--- config.mk ---
export PLATFORM = sky130hd
export DESIGN_NAME = input_conditioner_flat
export DESIGN_NICKNAME = d
export VERILOG_FILES = /design/src/rtl/input_conditioner_if.sv /design/src/rtl/input_conditioner.sv /design/src/flat_wrapper.sv
export SDC_FILE = /design/constraint.sdc
export NUM_CORES = 1
export LEC_CHECK = 0
export ABC_AREA = 1
export CAP_MARGIN = 0
export CORE_UTILIZATION = 49
export DETAILED_ROUTE_END_ITERATION = 7
export GPL_ROUTABILITY_DRIVEN = 0
export PLACE_DENSITY = 0.74
export SETUP_SLACK_MARGIN = 0.3
export SYNTH_ARGS = -nofsm -noshare
export SYNTH_HDL_FRONTEND = slang
export SYNTH_SLANG_ARGS = --single-unit
--- constraint.sdc ---
create_clock -name clk -period 1.6 [get_ports clk]
set_input_delay 0.16 -clock clk [delete_from_list [all_inputs] [get_ports clk]]
set_output_delay 0.16 -clock clk [all_outputs]
set_load 0.01 [all_outputs]
--- src/rtl/input_conditioner_if.sv ---
// Board-input conditioner bus: raw pins in, debounced levels and edge pulses out.
// Latency: n/a (signal bundle only).
// Backpressure: none; every output is a free-running registered level or pulse.
// Ports (signals):
//   in_raw   : raw asynchronous pin levels, driven by the board/bench side
//   level    : debounced active-high level per channel
//   rise/fall: one-cycle pulses on accepted 0->1 / 1->0 level changes
//   any_rise : OR of rise, cycle-aligned with rise
interface input_conditioner_if #(
  parameter int N_CH = 8
);
  logic [N_CH-1:0] in_raw;
  logic [N_CH-1:0] level;
  logic [N_CH-1:0] rise;
  logic [N_CH-1:0] fall;
  logic            any_rise;

  // Board side: drives pins, observes conditioned outputs.
  modport master (
    output in_raw,
    input  level, rise, fall, any_rise
  );

  // Conditioner side.
  modport slave (
    input  in_raw,
    output level, rise, fall, any_rise
  );
endinterface

--- src/rtl/input_conditioner.sv ---
// Per-channel polarity fix, N-stage synchroniser, debounce filter and rise/fall pulse generator.
// Latency: SYNC_STAGES + DEBOUNCE_CYCLES clocks from a stable pin change to level/pulse.
// Backpressure: none; pulses are single-cycle and must be consumed when they occur.
// Ports:
//   clk     : rising-edge clock for all state
//   reset_n : asynchronous active-low reset, clears every flop
//   bus     : input_conditioner_if.slave (in_raw in; level, rise, fall, any_rise out)
module input_conditioner #(
  parameter int              N_CH            = 8,
  parameter int              SYNC_STAGES     = 2,
  parameter int              DEBOUNCE_CYCLES = 4,
  parameter logic [N_CH-1:0] ACTIVE_LOW      = '0
) (
  input logic              clk,
  input logic              reset_n,
  input_conditioner_if.slave bus
);

  // Counter only has to reach DEBOUNCE_CYCLES-1; keep at least one bit.
  localparam int            CW      = (DEBOUNCE_CYCLES > 1) ? $clog2(DEBOUNCE_CYCLES) : 1;
  localparam logic [CW-1:0] CNT_MAX = CW'(DEBOUNCE_CYCLES - 1);

  logic [N_CH-1:0] w_x;
  logic [N_CH-1:0] w_s;
  logic [N_CH-1:0] w_accept;
  logic [N_CH-1:0] w_rise_nxt;
  logic [N_CH-1:0] w_fall_nxt;

  logic [N_CH-1:0] r_sync [SYNC_STAGES];
  logic [CW-1:0]   r_cnt  [N_CH];
  logic [N_CH-1:0] r_level;
  logic [N_CH-1:0] r_rise;
  logic [N_CH-1:0] r_fall;
  logic            r_any_rise;

  // Active-low pins are inverted before the first sync flop so that
  // everything downstream works in active-high terms.
  assign w_x = bus.in_raw ^ ACTIVE_LOW;

  always_ff @(posedge clk or negedge reset_n) begin
    if (!reset_n) begin
      for (int k = 0; k < SYNC_STAGES; k++) begin
        r_sync[k] <= '0;
      end
    end else begin
      r_sync[0] <= w_x;
      for (int k = 1; k < SYNC_STAGES; k++) begin
        r_sync[k] <= r_sync[k-1];
      end
    end
  end

  assign w_s = r_sync[SYNC_STAGES-1];

  // Accept fires on the DEBOUNCE_CYCLES-th consecutive disagreeing cycle.
  always_comb begin
    w_accept = '0;
    for (int i = 0; i < N_CH; i++) begin
      w_accept[i] = (w_s[i] != r_level[i]) && (r_cnt[i] == CNT_MAX);
    end
  end

  assign w_rise_nxt = w_accept & w_s;
  assign w_fall_nxt = w_accept & ~w_s;

  always_ff @(posedge clk or negedge reset_n) begin
    if (!reset_n) begin
      for (int i = 0; i < N_CH; i++) begin
        r_cnt[i] <= '0;
      end
      r_level    <= '0;
      r_rise     <= '0;
      r_fall     <= '0;
      r_any_rise <= 1'b0;
    end else begin
      for (int i = 0; i < N_CH; i++) begin
        if (w_s[i] == r_level[i]) begin
          // Agreement (or a glitch returning) discards any partial count.
          r_cnt[i] <= '0;
        end else if (r_cnt[i] == CNT_MAX) begin
          r_level[i] <= w_s[i];
          r_cnt[i]   <= '0;
        end else begin
          r_cnt[i] <= r_cnt[i] + 1'b1;
        end
      end
      r_rise     <= w_rise_nxt;
      r_fall     <= w_fall_nxt;
      r_any_rise <= |w_rise_nxt;
    end
  end

  assign bus.level    = r_level;
  assign bus.rise     = r_rise;
  assign bus.fall     = r_fall;
  assign bus.any_rise = r_any_rise;

endmodule

--- src/flat_wrapper.sv ---
// flat-port wrapper written by rule: the top's interface ports become plain ports
module input_conditioner_flat 
#(
  parameter int              N_CH            = 8,
  parameter int              SYNC_STAGES     = 2,
  parameter int              DEBOUNCE_CYCLES = 4,
  parameter logic [N_CH-1:0] ACTIVE_LOW      = '0
)
  (clk, reset_n, bus_in_raw, bus_level, bus_rise, bus_fall, bus_any_rise);
  input_conditioner_if #(.N_CH(N_CH)) bus_i ();
  input logic clk;
  input logic reset_n;
  input wire logic [$bits(bus_i.in_raw)-1:0] bus_in_raw;
  output wire logic [$bits(bus_i.level)-1:0] bus_level;
  output wire logic [$bits(bus_i.rise)-1:0] bus_rise;
  output wire logic [$bits(bus_i.fall)-1:0] bus_fall;
  output wire logic [$bits(bus_i.any_rise)-1:0] bus_any_rise;
  assign bus_i.in_raw = bus_in_raw;
  assign bus_level = bus_i.level;
  assign bus_rise = bus_i.rise;
  assign bus_fall = bus_i.fall;
  assign bus_any_rise = bus_i.any_rise;
  input_conditioner #(.N_CH(N_CH), .SYNC_STAGES(SYNC_STAGES), .DEBOUNCE_CYCLES(DEBOUNCE_CYCLES), .ACTIVE_LOW(ACTIVE_LOW)) u_core (.clk(clk), .reset_n(reset_n), .bus(bus_i));
endmodule
### Yosys cells after proc, flatten, opt, wreduce, memory -nomap -nowiden

Cells that the tools add are included.

| storage, ports and cells | value |
|---|---|
| flip-flop bits (word level) | 57 |
| bits of input ports | 10 |
| logic and storage cells | 97 |

| operators by class | value |
|---|---|
| $add $sub $neg | 8 |
| eq/ne operators | 24 |
| muxes and demuxes | 16 |
| bitwise gates (word level) | 11 |
| reduce and logical (&&, ||, !) cells | 17 |

Operators by type and width:

| cell | count |
|---|---|
| two-way mux 2 bit | 16 |
| adder 2 x 1 -> 2 bit, second input constant | 8 |
| bitwise AND 8 bit | 2 |
| == test 2 bit, second input constant | 8 |
| AND reduction 2 bit | 8 |
| == test 1 bit | 8 |
| logical AND 1 bit | 8 |
| inequality test 1 bit | 8 |
| NOT 1 bit | 8 |
| NOT 8 bit | 1 |
| OR reduction 8 bit | 1 |

### Longest topological paths before layout

| logic depth | value |
|---|---|
| depth in word-level cells | 4 |
| mapped depth | 5 |
| mapped depth without buffers | 5 |

### Least setup slack after synthesis

No wires, ideal clock.

| timing | value |
|---|---|
| path type | reg2reg |
| start point | register u_core.r_cnt[0] (netlist bit) |
| end point | register u_core.r_any_rise (netlist: u_core.bus.any_rise) |
| arrival time | 899 ps |
| required time | 1481 ps |
| setup slack | 583 ps |
| cell stages (with the launch flop) | 6 |
| path buffers | 0 |
| path through | dfrtp_1 ha_1 nand3_1 nand2_1 nor2_1 nand2_1 |

| between the ends | value |
|---|---|
| cells in the longest elaborated chain, start to end | 4 |

RTL lines:

| item | line | text |
|---|---|---|
| start: declaration | input_conditioner.sv:30 | `logic [CW-1:0] r_cnt [N_CH];` |
| start signal: indexed assignment | input_conditioner.sv:84 | `r_cnt[i] <= r_cnt[i] + 1'b1;` |
| == test 2 bit | input_conditioner.sv:59 | `w_accept[i] = (w_s[i] != r_level[i]) && (r_cnt[i] == CNT_MAX);` |
| logical AND 1 bit | input_conditioner.sv:59 |  |
| bitwise AND 8 bit | input_conditioner.sv:63 | `assign w_rise_nxt = w_accept & w_s;` |
| OR reduction 8 bit | input_conditioner.sv:89 | `r_any_rise <= \|w_rise_nxt;` |
| end signal: assignment | input_conditioner.sv:89 |  |
| end: declaration | input_conditioner.sv:34 | `logic r_any_rise;` |

No other way between the ends.
A chain may end at the register's enable or synchronous reset.

### Final worst setup path

| timing | value |
|---|---|
| start point | register u_core.r_level[5] (netlist: u_core.bus.level[5]) |
| end point | output port bus_level[5] |

RTL lines:

| item | line | text |
|---|---|---|
| start: declaration | input_conditioner.sv:31 | `logic [N_CH-1:0] r_level;` |
| start signal: indexed assignment | input_conditioner.sv:81 | `r_level[i] <= w_s[i];` |
| end: declaration | flat_wrapper.sv:14 | `output wire logic [$bits(bus_i.level)-1:0] bus_level;` |

No word-level cell between the ends.

==> impl_summary.txt <==
----------------------------------------------------
[Final layout]
  Antenna Cells ... 0
  Growth of design area from synthesis to finish ... 27.6%
  # fillers ... 277
  Final layout net count ... 217
  Multi-input logic area ... 477 um^2
  Ratio of cells with drive above 1 in the final layout ... 0.0985
  Util after Layout ... 0.675
  FF+latch area ... 1430 um^2
  Final Cell Area ... 2540 um^2

[Die]
  Vertical extent of the die ... about 66 um
  Cell Rows ... 22
  Horizontal extent of the die ... 65.8 um
  Total core area ... around 3800 um^2
  Full die area ... ~4300 um^2
  Effective utilization at floorplan ... 0.529
  Boundary Pins ... 35

[Status]
  Result of the run ... finished clean

[Yosys]
  EDFF count, synth ... 0
  Most frequently used flop master after synthesis ... sky130_fd_sc_hd__dfrtp_1
  Mapped Cells ... around 150
  Leading cell types by total area after synthesis ... sky130_fd_sc_hd__dfrtp_1 72%, sky130_fd_sc_hd__ha_1 5.0%, sky130_fd_sc_hd__inv_1 4.5%, sky130_fd_sc_hd__nor3_2 4.0%, sky130_fd_sc_hd__xnor2_1 3.5%
  Fraction of registers with async set or reset after synthesis ... 1.00
  Number of nets produced by synthesis ... 170
  Number of synthesized register bits ... 57
  Most frequent cell after synthesis ... sky130_fd_sc_hd__dfrtp_1
  Top post-synthesis cells by count ... 57 x sky130_fd_sc_hd__dfrtp_1, 24 x sky130_fd_sc_hd__inv_1, 13 x sky130_fd_sc_hd__nand2_1
  Post-synthesis sequential area ratio ... 0.716
  Total number of yosys warnings ... 0
  Avg Synthesized Cell Area ... 13.1 um^2
  Netlist area before placement ... between 1500 and 2000 um^2
  Post-synth top area share ... 0.716
  Cell type contributing the most total cell area after synthesis ... sky130_fd_sc_hd__dfrtp_1
  Count of unique library cells instantiated by Yosys ... 10

[Place]
  Instance area at placement ... 2410 um^2
  Port Buffers ... 34
  Hpwl dp ... 2090 um
  Pre-CTS setup slack ... between 400 and 500 ps

[Route]
  Routed length per placed instance ... ~12 um
  Final wirelength ... 2980 um
  Total vias in the final route ... between 1,000 and 1,500
  Number of vias per cell after detailed routing ... 4.67
  Iteration count of the initial detailed-routing pass ... 3
  Remaining antenna violation count after routing ... 0
  1st-iter DRT viols ... 64
  Remaining routing DRC violations ... 0

[Worst setup path]
  CP Data Required Time ... roughly 1400 ps
  Worst-case reg-to-reg path depth ... 5
  Worst endpoint data arrival time ... 1040 ps
  Worst Path Class, Setup ... reg2out
  Family with the most delay on the worst path ... flip-flops
  Worst path bufs/invs ... 1
  Delay of the slowest cell on the worst path ... 410 ps
  Max FO, Critical Path ... 3
  Startpoint types ... register
  Slowest stage cell on the critical path ... sky130_fd_sc_hd__dfrtp_1
  Category of the worst setup path capture point ... primary output
  Crit path cell chain ... dlygate4sd2_1
  Levels on crit path ... 1

[STA]
  Minimum setup slack in the final design ... between 400 and 500 ps
  Final period util ... 0.748
  Number of failing hold endpoints at the final stage ... 0
  RSZ-0062 raised after global routing ... no
  Number of pins with negative max-slew slack in the final report ... 0
  Setup TNS ... 0 ps
  Peak clock frequency supported by timing ... 836 MHz
  Final setup violation count ... 0
  Measured slew at the worst slew-check pin ... between 200 and 300 ps
  Clock period minus final worst setup slack ... 1200 ps
  Skew final ... approximately 2.0 ps
  Tightest slew margin relative to the limit ... 0.807

[Clocking]
  Setup fix buffers added after clock tree synthesis ... 0
  Clock-pin slew reported for the worst setup and hold paths after clock tree synthesis ... approximately 60 ps
  H-Tree Depth ... 3
  Root cell of the clock tree ... sky130_fd_sc_hd__clkbuf_8
  Clock tree from TritonCTS ... built
  TritonCTS buffer count ... 9
  Clock Sink Count ... 57
  Later-pin clock latency in the skew report ... 320 ps
  Number of buffers on the longest clock path ... 2

[Hold path]
  Hold WC Path Type ... in2reg
  Instance count along the most critical hold path ... 1

[Pwr]
  Leakage power figure ... 1.38 nW
  Power per Cell Area ... around 1600 nW/um^2
  Worst vdd ir ... roughly 1.1 mV

[GRT]
  Global route overflow ... 0
  Number of antenna violations at the first check in global routing ... 0
  First-pass GRT wire length ... slightly above 5000 um
  Largest net degree at the start of global routing ... 58
  GRT Resource Usage Total ... 0.172
  Via count of the first global-routing pass ... 1,242

[Run]
  Number of max-cap violations ... 0

----------------------------------------------------
state kept, by name, indices dropped and copies added (netlist names):
signal,flops
u_core.bus.fall,8
u_core.r_cnt,16
u_core.bus.level,8
u_core.bus.any_rise,1
u_core.bus.rise,8
u_core.w_s,8
u_core.r_sync,8
final timing paths:
path / start / end / slack [ps]
min in group asynchronous: reset_n / u_core.r_sync[14]$_DFF_PN0_ / 350
max in group asynchronous: reset_n / u_core.r_cnt[1]$_DFF_PN0_ / 1000
min reg2reg: u_core.r_sync[9]$_DFF_PN0_ / u_core.w_s[1]$_DFF_PN0_ / 350
min: bus_in_raw[0] / u_core.r_sync[8]$_DFF_PN0_ / 270
max: u_core.bus.level[5]$_DFFE_PN0N_ / bus_level[5] / 400
max reg2reg: u_core.r_cnt[0]$_DFF_PN0_ / u_core.bus.any_rise$_DFF_PN0_ / 450
stage by stage:
stage          hold slack (ps)  std cells  total power (W)
2_1_floorplan             -136        152          0.00256
3_3_place_gp               171        235          0.00293
3_5_place_dp               183        235          0.00303
4_1_cts                    266        251          0.00402
5_1_grt                    278        251          0.00425
6_report                   272        251          0.00396
layout by cell type (no fill, tap or decap):
| master | n |
|---|---|
| sky130_fd_sc_hd__nor3b_1 | 8 |
| sky130_fd_sc_hd__xnor2_1 | 8 |
| sky130_fd_sc_hd__clkbuf_1 | 5 |
| sky130_fd_sc_hd__dfrtp_1 | 57 |
| sky130_fd_sc_hd__clkbuf_8 | 10 |
| sky130_fd_sc_hd__nor3_2 | 8 |
| sky130_fd_sc_hd__inv_1 | 24 |
| sky130_fd_sc_hd__nor2_1 | 10 |
| sky130_fd_sc_hd__dlygate4sd2_1 | 25 |
| sky130_fd_sc_hd__buf_2 | 1 |
| sky130_fd_sc_hd__ha_1 | 8 |
| sky130_fd_sc_hd__clkdlybuf4s50_1 | 8 |
| sky130_fd_sc_hd__buf_12 | 1 |
| sky130_fd_sc_hd__nand2_1 | 13 |
| sky130_fd_sc_hd__dlygate4sd3_1 | 1 |
| sky130_fd_sc_hd__nand3_1 | 8 |
| sky130_fd_sc_hd__o21ai_0 | 8 |
area by class of cell:
| class | count | share of cell area |
|---|---|---|
| Sequential cell | 57 | 0.561 |
| Multi-Input combinational cell | 71 | 0.187 |
| Timing Repair Buffer | 36 | 0.131 |
| Clock buffer | 15 | 0.0615 |
| Inverter | 24 | 0.0354 |
| Tap cell | 48 | 0.0236 |
repair_timing:
| action | CTS | global route |
|---|---|---|
| setup endpoints to repair | 25 | 0 |
| resized for setup | 25 | 0 |
| endpoints found under the hold margin | 57 | 0 |
| hold buffers | 1 | 0 |
power breakdown:
part           internal (W)  switching [W]
logic              0.000435       0.000507
clock network      0.000598       0.000470
registers           0.00175       0.000200
per-layer routing:
| metal | wire length (um) | global-route usage |
|---|---|---|
| met5 | 0 | 0 |
| met2 | 1490 | 0.282 |
| met1 | 1260 | 0.193 |
| met3 | 152 | 0.0483 |
| met4 | 77 | 0.122 |
cell families (layout without fill, tap and decap cells):
| group | Yosys count | after routing | synth area share |
|---|---|---|---|
| AND/OR/NAND/NOR | 47 | 47 | 0.134 |
| flip-flops | 57 | 57 | 0.716 |
| buffers and inverters | 24 | 75 | 0.0452 |
| adder cells (fa/ha/maj) | 8 | 8 | 0.0502 |
| XOR/XNOR | 8 | 8 | 0.0352 |
| AO/OA/AOI/OAI | 8 | 8 | 0.0201 |
(Power assumes the default switching activity.)
